### src/rtl/wbbootmem_arbiter.sv
// wbbootmem_arbiter
//   Shares the single-port boot memory between two Wishbone masters
//   (m0 = instruction bus, m1 = data bus / loader).
//   - Round-robin grant, held for the owner's whole bus cycle (cyc).
//   - Registered grant: a request seen in cycle t reaches the slave in t+1.
//   - Per-access ack timeout: after TIMEOUT strobe cycles without an ack the
//     owner gets a one-cycle err and the strobe is withdrawn for that cycle.
//
// Ports
//   wb_clk_i, wb_rst_n_i          clock, async active-low reset
//   mN_adr/dat/we/sel/cyc/stb_i   master N request (N = 0,1)
//   mN_dat/ack/err_o              master N response
//   s_adr/dat/we/sel/cyc/stb_o    request to slave, muxed from owner
//   s_dat_i, s_ack_i              response from slave
module wbbootmem_arbiter #(
    parameter int AW      = 32,
    parameter int DW      = 32,
    parameter int TIMEOUT = 16
) (
    input  logic            wb_clk_i,
    input  logic            wb_rst_n_i,

    input  logic [AW-1:0]   m0_adr_i,
    input  logic [DW-1:0]   m0_dat_i,
    output logic [DW-1:0]   m0_dat_o,
    input  logic            m0_we_i,
    input  logic [DW/8-1:0] m0_sel_i,
    input  logic            m0_cyc_i,
    input  logic            m0_stb_i,
    output logic            m0_ack_o,
    output logic            m0_err_o,

    input  logic [AW-1:0]   m1_adr_i,
    input  logic [DW-1:0]   m1_dat_i,
    output logic [DW-1:0]   m1_dat_o,
    input  logic            m1_we_i,
    input  logic [DW/8-1:0] m1_sel_i,
    input  logic            m1_cyc_i,
    input  logic            m1_stb_i,
    output logic            m1_ack_o,
    output logic            m1_err_o,

    output logic [AW-1:0]   s_adr_o,
    output logic [DW-1:0]   s_dat_o,
    output logic            s_we_o,
    output logic [DW/8-1:0] s_sel_o,
    output logic            s_cyc_o,
    output logic            s_stb_o,
    input  logic [DW-1:0]   s_dat_i,
    input  logic            s_ack_i
);

    localparam int         SW   = DW / 8;
    localparam logic [7:0] TLIM = (TIMEOUT > 0) ? 8'(TIMEOUT - 1) : 8'd0;

    typedef enum logic [1:0] {IDLE = 2'd0, OWN0 = 2'd1, OWN1 = 2'd2} state_t;

    state_t     state, state_nxt;
    logic       last, last_nxt;     // most recently granted master
    logic [7:0] tcnt, tcnt_nxt;
    logic       err_q, err_nxt;
    logic       gnt_new;            // first cycle of a fresh grant

    // Master request buses gathered so the owner can be selected by index.
    logic [1:0][AW-1:0] adr;
    logic [1:0][DW-1:0] wdat;
    logic [1:0][SW-1:0] sel;
    logic [1:0]         we, cyc, stb;
    logic               own;
    logic               ack_v;

    assign adr  = {m1_adr_i, m0_adr_i};
    assign wdat = {m1_dat_i, m0_dat_i};
    assign sel  = {m1_sel_i, m0_sel_i};
    assign we   = {m1_we_i,  m0_we_i};
    assign cyc  = {m1_cyc_i, m0_cyc_i};
    assign stb  = {m1_stb_i, m0_stb_i};
    assign own  = (state == OWN1);

    // State register
    always_ff @(posedge wb_clk_i or negedge wb_rst_n_i) begin
        if (!wb_rst_n_i) begin
            state   <= IDLE;
            last    <= 1'b1;
            tcnt    <= 8'd0;
            err_q   <= 1'b0;
            gnt_new <= 1'b0;
        end else begin
            state   <= state_nxt;
            last    <= last_nxt;
            tcnt    <= tcnt_nxt;
            err_q   <= err_nxt;
            gnt_new <= (state_nxt != state) && (state_nxt != IDLE);
        end
    end

    // Next-state logic
    always_comb begin
        state_nxt = state;
        last_nxt  = last;
        case (state)
            IDLE: begin
                if (m0_cyc_i && m1_cyc_i) state_nxt = last ? OWN0 : OWN1;
                else if (m0_cyc_i)        state_nxt = OWN0;
                else if (m1_cyc_i)        state_nxt = OWN1;
            end
            OWN0:    if (!m0_cyc_i) state_nxt = m1_cyc_i ? OWN1 : IDLE;
            OWN1:    if (!m1_cyc_i) state_nxt = m0_cyc_i ? OWN0 : IDLE;
            default: state_nxt = IDLE;
        endcase
        if (state_nxt == OWN0 && state != OWN0) last_nxt = 1'b0;
        if (state_nxt == OWN1 && state != OWN1) last_nxt = 1'b1;
    end

    // An ack in the first cycle of a grant belongs to the previous owner's
    // access (the slave registers its ack), so it is dropped.
    assign ack_v = s_ack_i & ~gnt_new;

    // Output logic
    always_comb begin
        s_adr_o = '0;
        s_dat_o = '0;
        s_we_o  = 1'b0;
        s_sel_o = '0;
        s_cyc_o = 1'b0;
        s_stb_o = 1'b0;
        if (state != IDLE) begin
            s_adr_o = adr[own];
            s_dat_o = wdat[own];
            s_we_o  = we[own];
            s_sel_o = sel[own];
            s_cyc_o = cyc[own];
            s_stb_o = stb[own] & ~err_q;
        end
    end

    assign m0_ack_o = (state == OWN0) & ack_v;
    assign m1_ack_o = (state == OWN1) & ack_v;
    assign m0_err_o = (state == OWN0) & err_q;
    assign m1_err_o = (state == OWN1) & err_q;
    assign m0_dat_o = s_dat_i;
    assign m1_dat_o = s_dat_i;

    // Timeout: counts strobe cycles without ack. Any ack, the err cycle
    // itself, an owner change or IDLE restarts the count from zero. Ack in
    // the limit cycle suppresses the err.
    always_comb begin
        tcnt_nxt = 8'd0;
        err_nxt  = 1'b0;
        if (TIMEOUT != 0 && state != IDLE && state_nxt == state &&
            s_stb_o && !ack_v) begin
            if (tcnt == TLIM) err_nxt  = 1'b1;
            else              tcnt_nxt = tcnt + 8'd1;
        end
    end

endmodule

### config.mk
export PLATFORM = sky130hd
export DESIGN_NAME = wbbootmem_arbiter
export DESIGN_NICKNAME = d
export VERILOG_FILES = /design/src/rtl/wbbootmem_arbiter.sv
export SDC_FILE = /design/constraint.sdc
export NUM_CORES = 1
export LEC_CHECK = 0
export CORE_AREA = 2 2 122 124
export DETAILED_ROUTE_END_ITERATION = 8
export DIE_AREA = 0 0 124 126
export PLACE_DENSITY = 0.53
export REMOVE_ABC_BUFFERS = 1
export SLEW_MARGIN = 0
export SYNTH_ARGS = -nofsm -noshare
export SYNTH_HDL_FRONTEND = slang
export SYNTH_SLANG_ARGS = --single-unit
### constraint.sdc
create_clock -name wb_clk_i -period 1.85 [get_ports wb_clk_i]
set_input_delay 0.555 -clock wb_clk_i [delete_from_list [all_inputs] [get_ports wb_clk_i]]
set_output_delay 0.555 -clock wb_clk_i [all_outputs]
set_load 0.02 [all_outputs]
-- Word-level counts from Yosys, hierarchy flattened
Index checks and enable logic that the tools add are counted.
- flip-flop bits (word level): 13
- bits in latches: 0
- RAM bits: 0
- ROM bits: 0
- input bits: 177
- output and inout bits: 139
- word-level logic and storage cells: 69
- memories kept: 0
- add/sub/neg operators: 1
- $mul: 0
- divide/modulo/power cells: 0
- $lt $le $gt $ge: 1
- eq/ne operators: 9
- shift operators: 0
- muxes and demuxes: 33
- bitwise gates (word level): 8
- reduce and logical (&&, ||, !) cells: 12
- operator list (cell ; number):
    $mux W32 ; 6
    $mux W8 ; 2
    $mux W1 ; 14
    $mux W2 ; 7
    $mux W4 ; 3
    $add A8 B1 Y8 const B ; 1
    $eq A8 B4 Y1 const B ; 1
    $logic_and A1 B1 Y1 ; 7
    $and A1 B1 Y1 ; 6
    $pmux W2 S3 ; 1
    $reduce_bool A2 Y1 ; 3
    $eq A2 B1 Y1 const B ; 2
    $eq A2 B2 Y1 const B ; 2
    $eq A2 B2 Y1 ; 1
    $logic_not A2 Y1 ; 1
    $lt A1 B2 Y1 const B ; 1
    $ne A2 B1 Y1 const B ; 1
    $ne A2 B2 Y1 ; 1
    $ne A2 B2 Y1 const B ; 1
    $not A1 Y1 ; 2
    $logic_not A1 Y1 ; 1

-- Depth between registers and ports, before layout
Gate-level depths: netlist of the first run.
- depth in word-level cells: 9
- mapped depth: 5
- gate-level depth less buffers: 4

-- Least setup slack after synthesis of the first run
No wires, ideal clock.
- path type: reg-to-output
- start: register state[0]
- end: output s_cyc_o
- data arrival time: 1.349 ns
- data required time: 1.295 ns
- slack: -0.054 ns
- stages on the path, launching flop included: 5
- path buffers: 3
- cells stage by stage: dfrtp_1 > buf_6 > buf_2 > clkbuf_1 > o21ai_0
- longest elaborated chain between the ends: 4
- elaborated cells between the ends (all ways): 5
- classes of those cells: 1 x eq/ne; 3 x mux; 1 x reduce/logical
- ends and longest elaborated chain (what ; RTL line ; text):
    start: declaration ; 58 ; state_t state, state_nxt;
    start signal: assignment ; 89 ; state <= state_nxt;
    $eq A2 B2 Y1 ; 78 ; assign own = (state == OWN1);
    $mux W1 (not written as such) (2 in a row) ; 132 ; s_cyc_o = cyc[own];
    $mux W1 (*) ; 127 ; if (state != IDLE) begin
    end: declaration ; 47 ; output logic s_cyc_o,
Every way passes the cells marked *; elsewhere a longest branch is shown, timed or not. The select of a mux whose other input is x is not followed.

-- Final worst setup path of the first run
- start: register state[0]
- end: output s_dat_o[0]
- longest elaborated chain between the ends: 4
- elaborated cells between the ends (all ways): 5
- classes of those cells: 1 x eq/ne; 3 x mux; 1 x reduce/logical
- ends and longest elaborated chain (what ; RTL line ; text):
    $eq A2 B2 Y1 ; 78 ;
    $mux W32 (not written as such) (2 in a row) ; 129 ; s_dat_o = wdat[own];
    $mux W32 (*) ; 127 ;
    end: declaration ; 44 ; output logic [DW-1:0] s_dat_o,
Marked as above.

==> impl_metrics.tcl, run 1 <==
set metrics [dict create \
    run_status "complete, but fails checks" \
    violations "setup timing" \
    ios 316 \
    clock_latency_ns 0.24 \
    cellLeakagePower_nw 1.822 \
    synth-simple-area-share 0.1125 \
    synthMuxAreaShare 0 \
    cts_buffer_depth 2 \
    ff2ff_path_depth 6 \
    cts.sinks 13 \
    slew_viol_final 0 \
    overflow 0 \
    cp-endpoint "s_dat_o[0]" \
    fin_crit_sh 1.066 \
    startpoint_type "register" \
    fin_ws_ns -0.1219 \
    r2r_start "state[0]$_DFF_PN0_" \
    final_cell_mix "137 x clkdlybuf4s50_1, 69 x a22o_1, 65 x buf_6" \
    num_rows 44 \
    clock_skew_ns 0.002365 \
    critPathCaptureType "primary output" \
    yosys-top-cells-area "a22o_1 31%, buf_4 25%, dfrtp_1 16%" \
    yosysWarnings 0 \
    grt_pass1_wl_um 15970 \
    layout_commonest_cell "clkdlybuf4s50_1" \
    drv_cap 0 \
    reg2reg_slack_ns 0.11 \
    antenna_found_initial 0 \
    synth_flop_cell "dfrtp_1" \
    placed_cell_area_sq_um 3978 \
    synth_area_sq_um 1924 \
    dr.pass1.iters 4 \
    required_ns 1.29 \
    cp_data_arrival_time_ns 1.42 \
    yosysTopAreaCellShare 0.3140 \
    fmax_mhz 507.1 \
    place_hpwl_um 9113 \
    die_y_um 126 \
    drc 0 \
    synth_xor_xnor_area_share 0.009103 \
    cts_tree "built" \
    drive_above_1_share 0.3122 \
    synth_enable_flop_cells 0 \
    die_x_um 124 \
    grt_pass1_vias 2502 \
    worstPathMaxFanout 23 \
    synth_compound_area_frac 0.3901 \
    period_needed_ns 1.972 \
    syn_to_final_growth_pct 123.9 \
    yosysTopAreaCell "a22o_1" \
    grt_max_degree 29 \
    path_clk_slew_ns 0.04 \
    fillers 1504 \
    cts_buffers 3 \
    postSynthAreaPerCell_sq_um 8.629 \
    synthDistinctLibCells 35 \
    ir_drop_v 0.0002484 \
    htree_num_levels 1 \
    avgRoutedWirePerCell_um 20.66 \
    drtAntennaViolNets 0 \
    crit_type "register to primary output" \
    ys_ff_latch 13 \
    holdCritPathClass "register to register" \
    start_util 0.1344 \
    track_usage 0.1384 \
    fin_area_sq_um 4308 \
    ys_seq_area_frac 0.1697 \
    slew_headroom 0.7379 \
    port_buffers 219 \
    p_per_area_nw_per_um2 613.1 \
    worstMarginPinSlew_ns 0.3923 \
    async_reset_ff_frac 1.000 \
    rsz0062_at_grt "true" \
    num_vias 2490 \
    nNetsFinal 573 \
    fin_tns_setup_ns -6.105 \
    drt_iter0_drc 90 \
    setup.worst_path.start "state[0]$_DFF_PN0_" \
    wirelength_um 11960 \
    setup_viol_count_final 72 \
    avgViaCountPerCell 4.301 \
    r2r_end "tcnt[3]$_DFF_PN0_" \
    synth_top_family_by_area "compound AO/OA/AOI/OAI gates" \
    hold_violations 0 \
    dieArea_sq_um 15620 \
    postCtsHoldBufs 0 \
    root_buffer "clkbuf_16" \
    totalPowerFinal_mw 2.641 \
    place.gp.congestion 0.9468 \
    fp.coreArea_sq_um 14310 \
    syn_inst 223 \
    yosys.area_share.adder 0.006502 \
]
## worst min-delay path by stage
stage                            from           endpoint  slack, ns  depth (start not counted)
global route        tcnt[0]$_DFF_PN0_  tcnt[0]$_DFF_PN0_       0.54                          1
finish              tcnt[0]$_DFF_PN0_  tcnt[0]$_DFF_PN0_       0.51                          1
detailed placement  tcnt[0]$_DFF_PN0_  tcnt[0]$_DFF_PN0_       0.50                          1
CTS                 tcnt[0]$_DFF_PN0_  tcnt[0]$_DFF_PN0_       0.51                          1
global placement    tcnt[0]$_DFF_PN0_  tcnt[0]$_DFF_PN0_       0.50                          1
floorplan                  wb_rst_n_i    err_q$_DFF_PN0_       0.26                          0
## synthesized netlist by cell type, drive strengths merged (4+ instances only)
library cell	instances
dfrtp	12
clkbuf	7
nor4	4
a22o	69
or3	4
a211oi	5
buf	76
nand2	5
inv	4
o21ai	8
## kinds of logic after synthesis
family | Yosys count
AND/OR/NAND/NOR | 32
adder cells (fa/ha/maj) | 1
flip-flops | 13
AO/OA/AOI/OAI | 88
buffers and inverters | 87
XOR/XNOR | 2
## what timing repair did
action                     in CTS  in global routing
setup buffers                   7                  1
pin swaps                      31                  7
hold endpoints to repair        0                  0
resized for setup             443                  9
setup endpoints to repair      77                 74
cloned                          5                  1
## worst max-delay path, stage by stage (launching register included)
cell and delay, ns:
dfrtp_2 0.42, nor2b_4 0.15, buf_4 0.14, buf_12 0.15, a22o_1 0.18, buf_6 0.12
## stage by stage
stage | hold slack (ns) | setup slack [ns] | util | instances
after detailed placement | 0.4986 | -0.6011 | 0.2779 | 563
final | 0.5114 | -0.1219 | 0.3010 | 579
after floorplan | 0.2594 | -2.938 | - | 140
after global routing | 0.5378 | -0.1788 | 0.3008 | 578
after global placement | 0.4962 | -0.5923 | 0.2779 | 563
after CTS | 0.5078 | -0.1723 | 0.3015 | 579
## registers in the layout, indices dropped and copies added, names as in the netlist
| signal | cells |
|---|---|
| gnt_new | 1 |
| tcnt | 8 |
| state | 2 |
| err_q | 1 |
| last | 1 |
## metal layers
metal / global-route usage / up-vias / part of all wire
met5: 0.05921 / - / 0
met4: 0.01520 / 0 / 0.0020
met3: 0.08243 / 4 / 0.14
met2: 0.2143 / 178 / 0.45
met1: 0.1658 / 1185 / 0.41
li1: - / 1123 / -
## area by class of cell
type,count,area [sq um],area share
inverters,4,17.52,0.004066
multi-input cells,123,1015,0.2355
flip-flops and latches,13,327.8,0.07610
well taps,184,230.2,0.05344
diodes,1,2.502,0.0005809
repair buffers,250,2636,0.6120
clock buffers,4,78.83,0.01830
## where the power goes
group | internal [mW] | total (mW) | switching, mW | leakage, nW
clock network | 0.289 | 0.395 | 0.105 | 0.0382
registers | 0.307 | 0.321 | 0.0145 | 0.172
logic | 1.08 | 1.93 | 0.847 | 1.61
total | 1.67 | 2.64 | 0.967 | 1.82
(Power assumes the default switching activity.)
==> run 2, diff against run 1 <==
- PLACE_DENSITY: 0.53 -> not set
==> run 2 against run 1 <==
The run still ends with setup timing left; die area unchanged; worst hold slack got worse by 0.011 ns; cell area increased by 6.1%; via count increased by 3.3%; sequential cell count unchanged; critical path type unchanged; critical endpoint is now s_adr_o[31]; largest cell class unchanged.
==> impl_metrics.tcl, run 2 (same netlist as run 1, synthesis figures left out) <==
set metrics [dict create \
    avgRoutedWirePerCell_um 23.99 \
    p_int_mw 1.806 \
    antennaDiodeCount 0 \
    cp_data_arrival_time_ns 1.49 \
    layout_commonest_cell "clkdlybuf4s50_1" \
    crit_chain "nor2b_4, buf_8, buf_16, a22o_1, buf_6" \
    grt_pass1_wl_um 17840 \
    wirelength_um 13840 \
    start_util 0.1344 \
    syn_to_final_growth_pct 137.5 \
    place_inst 559 \
    violations "setup timing" \
    grt_pass1_vias 2553 \
    slew_headroom 0.7484 \
    critPathSlowestCell "dfrtp_2" \
    num_rows 44 \
    multi_input_area_sq_um 1156 \
    root_buffer "clkbuf_16" \
    antenna_found_initial 1 \
    placed_cell_area_sq_um 3958 \
    place.gp.congestion 0.7873 \
    hold_ws_ns 0.5006 \
    hold_violations 0 \
    worstMarginPinSlew_ns 0.3766 \
    drc 0 \
    swShare 0.3762 \
    cts_tree "built" \
    ir_drop_v 0.0002078 \
    rsz0062_at_grt "true" \
    overflow 0 \
    crit_type "register to primary output" \
    largest_reg_flops 8 \
    worstPathMaxFanout 7 \
    p_per_area_nw_per_um2 633.5 \
    seq_area_sq_um 327.8 \
    cts_buffer_depth 2 \
    drtAntennaViolNets 0 \
    fin_util 0.3193 \
    critPathCaptureType "primary output" \
    die_y_um 126 \
    track_usage 0.1592 \
    regMostFlops "tcnt" \
    setup_viol_count_final 74 \
    run_status "complete, but fails checks" \
    path_clk_slew_ns 0.04 \
    fmax_mhz 489.9 \
    fp.coreArea_sq_um 14310 \
    drive_above_1_share 0.3537 \
    power_frac_comb 0.751 \
    clock_latency_ns 0.24 \
    required_ns 1.29 \
    dp_slack_ns -0.6681 \
    drv_cap 0 \
    drt_iter0_drc 91 \
    holdCritPathClass "register to register" \
    netSwitchingPower_mw 1.089 \
    reg_top3 "tcnt x8, state x2" \
    num_vias 2573 \
    startpoint_type "register" \
    ios 316 \
    final_cell_mix "139 x clkdlybuf4s50_1, 71 x buf_6, 55 x a22o_1" \
    grt_max_degree 26 \
    place_hpwl_um 10200 \
    cellLeakagePower_nw 1.935 \
    dieArea_sq_um 15620 \
    fillers 1440 \
    period_needed_ns 2.041 \
    clockPowerShare 0.137 \
    pwr-share-seq 0.111 \
    avgViaCountPerCell 4.459 \
    clock_skew_ns 0.003147 \
    port_buffers 219 \
    cts.sinks 13 \
    fin_ws_ns -0.1913 \
    dr.pass1.iters 4 \
    critPathMaxStageDelay_ns 0.43 \
    die_x_um 124 \
    fin_crit_sh 1.103 \
    htree_num_levels 1 \
    fin_cells 577 \
    cts_buffers 3 \
    fin_area_sq_um 4571 \
    slew_viol_final 0 \
    postCtsHoldBufs 0 \
    nNetsFinal 572 \
]
==> run 2: cell count changes in the layout (fill, tap and decap cells not counted), moves of 2 or more <==
cell	previous run	this run
buf_6	65	71
clkdlybuf4s50_1	137	139
a22o_4	0	14
buf_16	3	7
clkbuf_16	4	6
a22o_1	69	55
buf_4	30	16
==> run 2: cell type report <==
cell class                 count  share of cell area
clock buffer                   4             0.01725
timing repair buffer         249              0.6044
tap                          184             0.05037
inverter                       4            0.003285
multi-input combinational    123              0.2529
sequential                    13             0.07172
==> run 2: through the flow <==
step / power, mW / TNS (ns)
4_1_cts: 2.792 / -10.32
3_3_place_gp: 2.082 / -37.47
6_report: 2.896 / -10.71
3_5_place_dp: 2.082 / -37.46
2_1_floorplan: 1.038 / -234.23
5_1_grt: 3.025 / -15.04
==> run 2: final timing paths <==
| path | from | to | slack [ns] | cells after the start |
|---|---|---|---|---|
| min in group asynchronous | wb_rst_n_i | tcnt[2]$_DFF_PN0_ | 0.62 | 2 |
| max | state[0]$_DFF_PN0_ | s_adr_o[31] | -0.19 | 5 |
| max reg2reg | state[0]$_DFF_PN0_ | tcnt[3]$_DFF_PN0_ | 0.08 | 5 |
| min | tcnt[0]$_DFF_PN0_ | tcnt[0]$_DFF_PN0_ | 0.50 | 1 |
| max in group asynchronous | wb_rst_n_i | last$_DFFE_PN1P_ | 1.00 | 2 |
| min reg2reg | tcnt[0]$_DFF_PN0_ | tcnt[0]$_DFF_PN0_ | 0.50 | 1 |
==> run 2: power by group through the flow <==
| stage | clock network, mW | registers [mW] | logic (mW) |
|---|---|---|---|
| global placement | 0 | 0.324 | 1.76 |
| CTS | 0.410 | 0.322 | 2.06 |
| global route | 0.425 | 0.324 | 2.28 |
| detailed placement | 0 | 0.325 | 1.76 |
| finish | 0.398 | 0.322 | 2.18 |
| floorplan | 0 | 0.370 | 0.668 |
==> run 2: critical path: cells and delay by family, from the launching register on <==
kind            cells  cell delay, ns
compound gates      1            0.17
simple gates        1            0.18
flops               1            0.43
buf+inv             3            0.45
==> run 2: repair_timing <==
| action | in CTS | in global routing |
|---|---|---|
| setup buffers | 5 | 0 |
| pin swaps | 36 | 22 |
| gates resized for setup | 447 | 28 |
| cloned | 6 | 3 |
| setup endpoints to repair | 81 | 79 |
==> run 2: layer usage <==
| metal | part of all wire | global-route usage | vias up |
|---|---|---|---|
| met5 | 0.0038 | 0.03289 | - |
| met4 | 0.0090 | 0.02379 | 2 |
| li1 | - | - | 1125 |
| met2 | 0.42 | 0.2314 | 197 |
| met1 | 0.41 | 0.2031 | 1239 |
| met3 | 0.15 | 0.09601 | 10 |
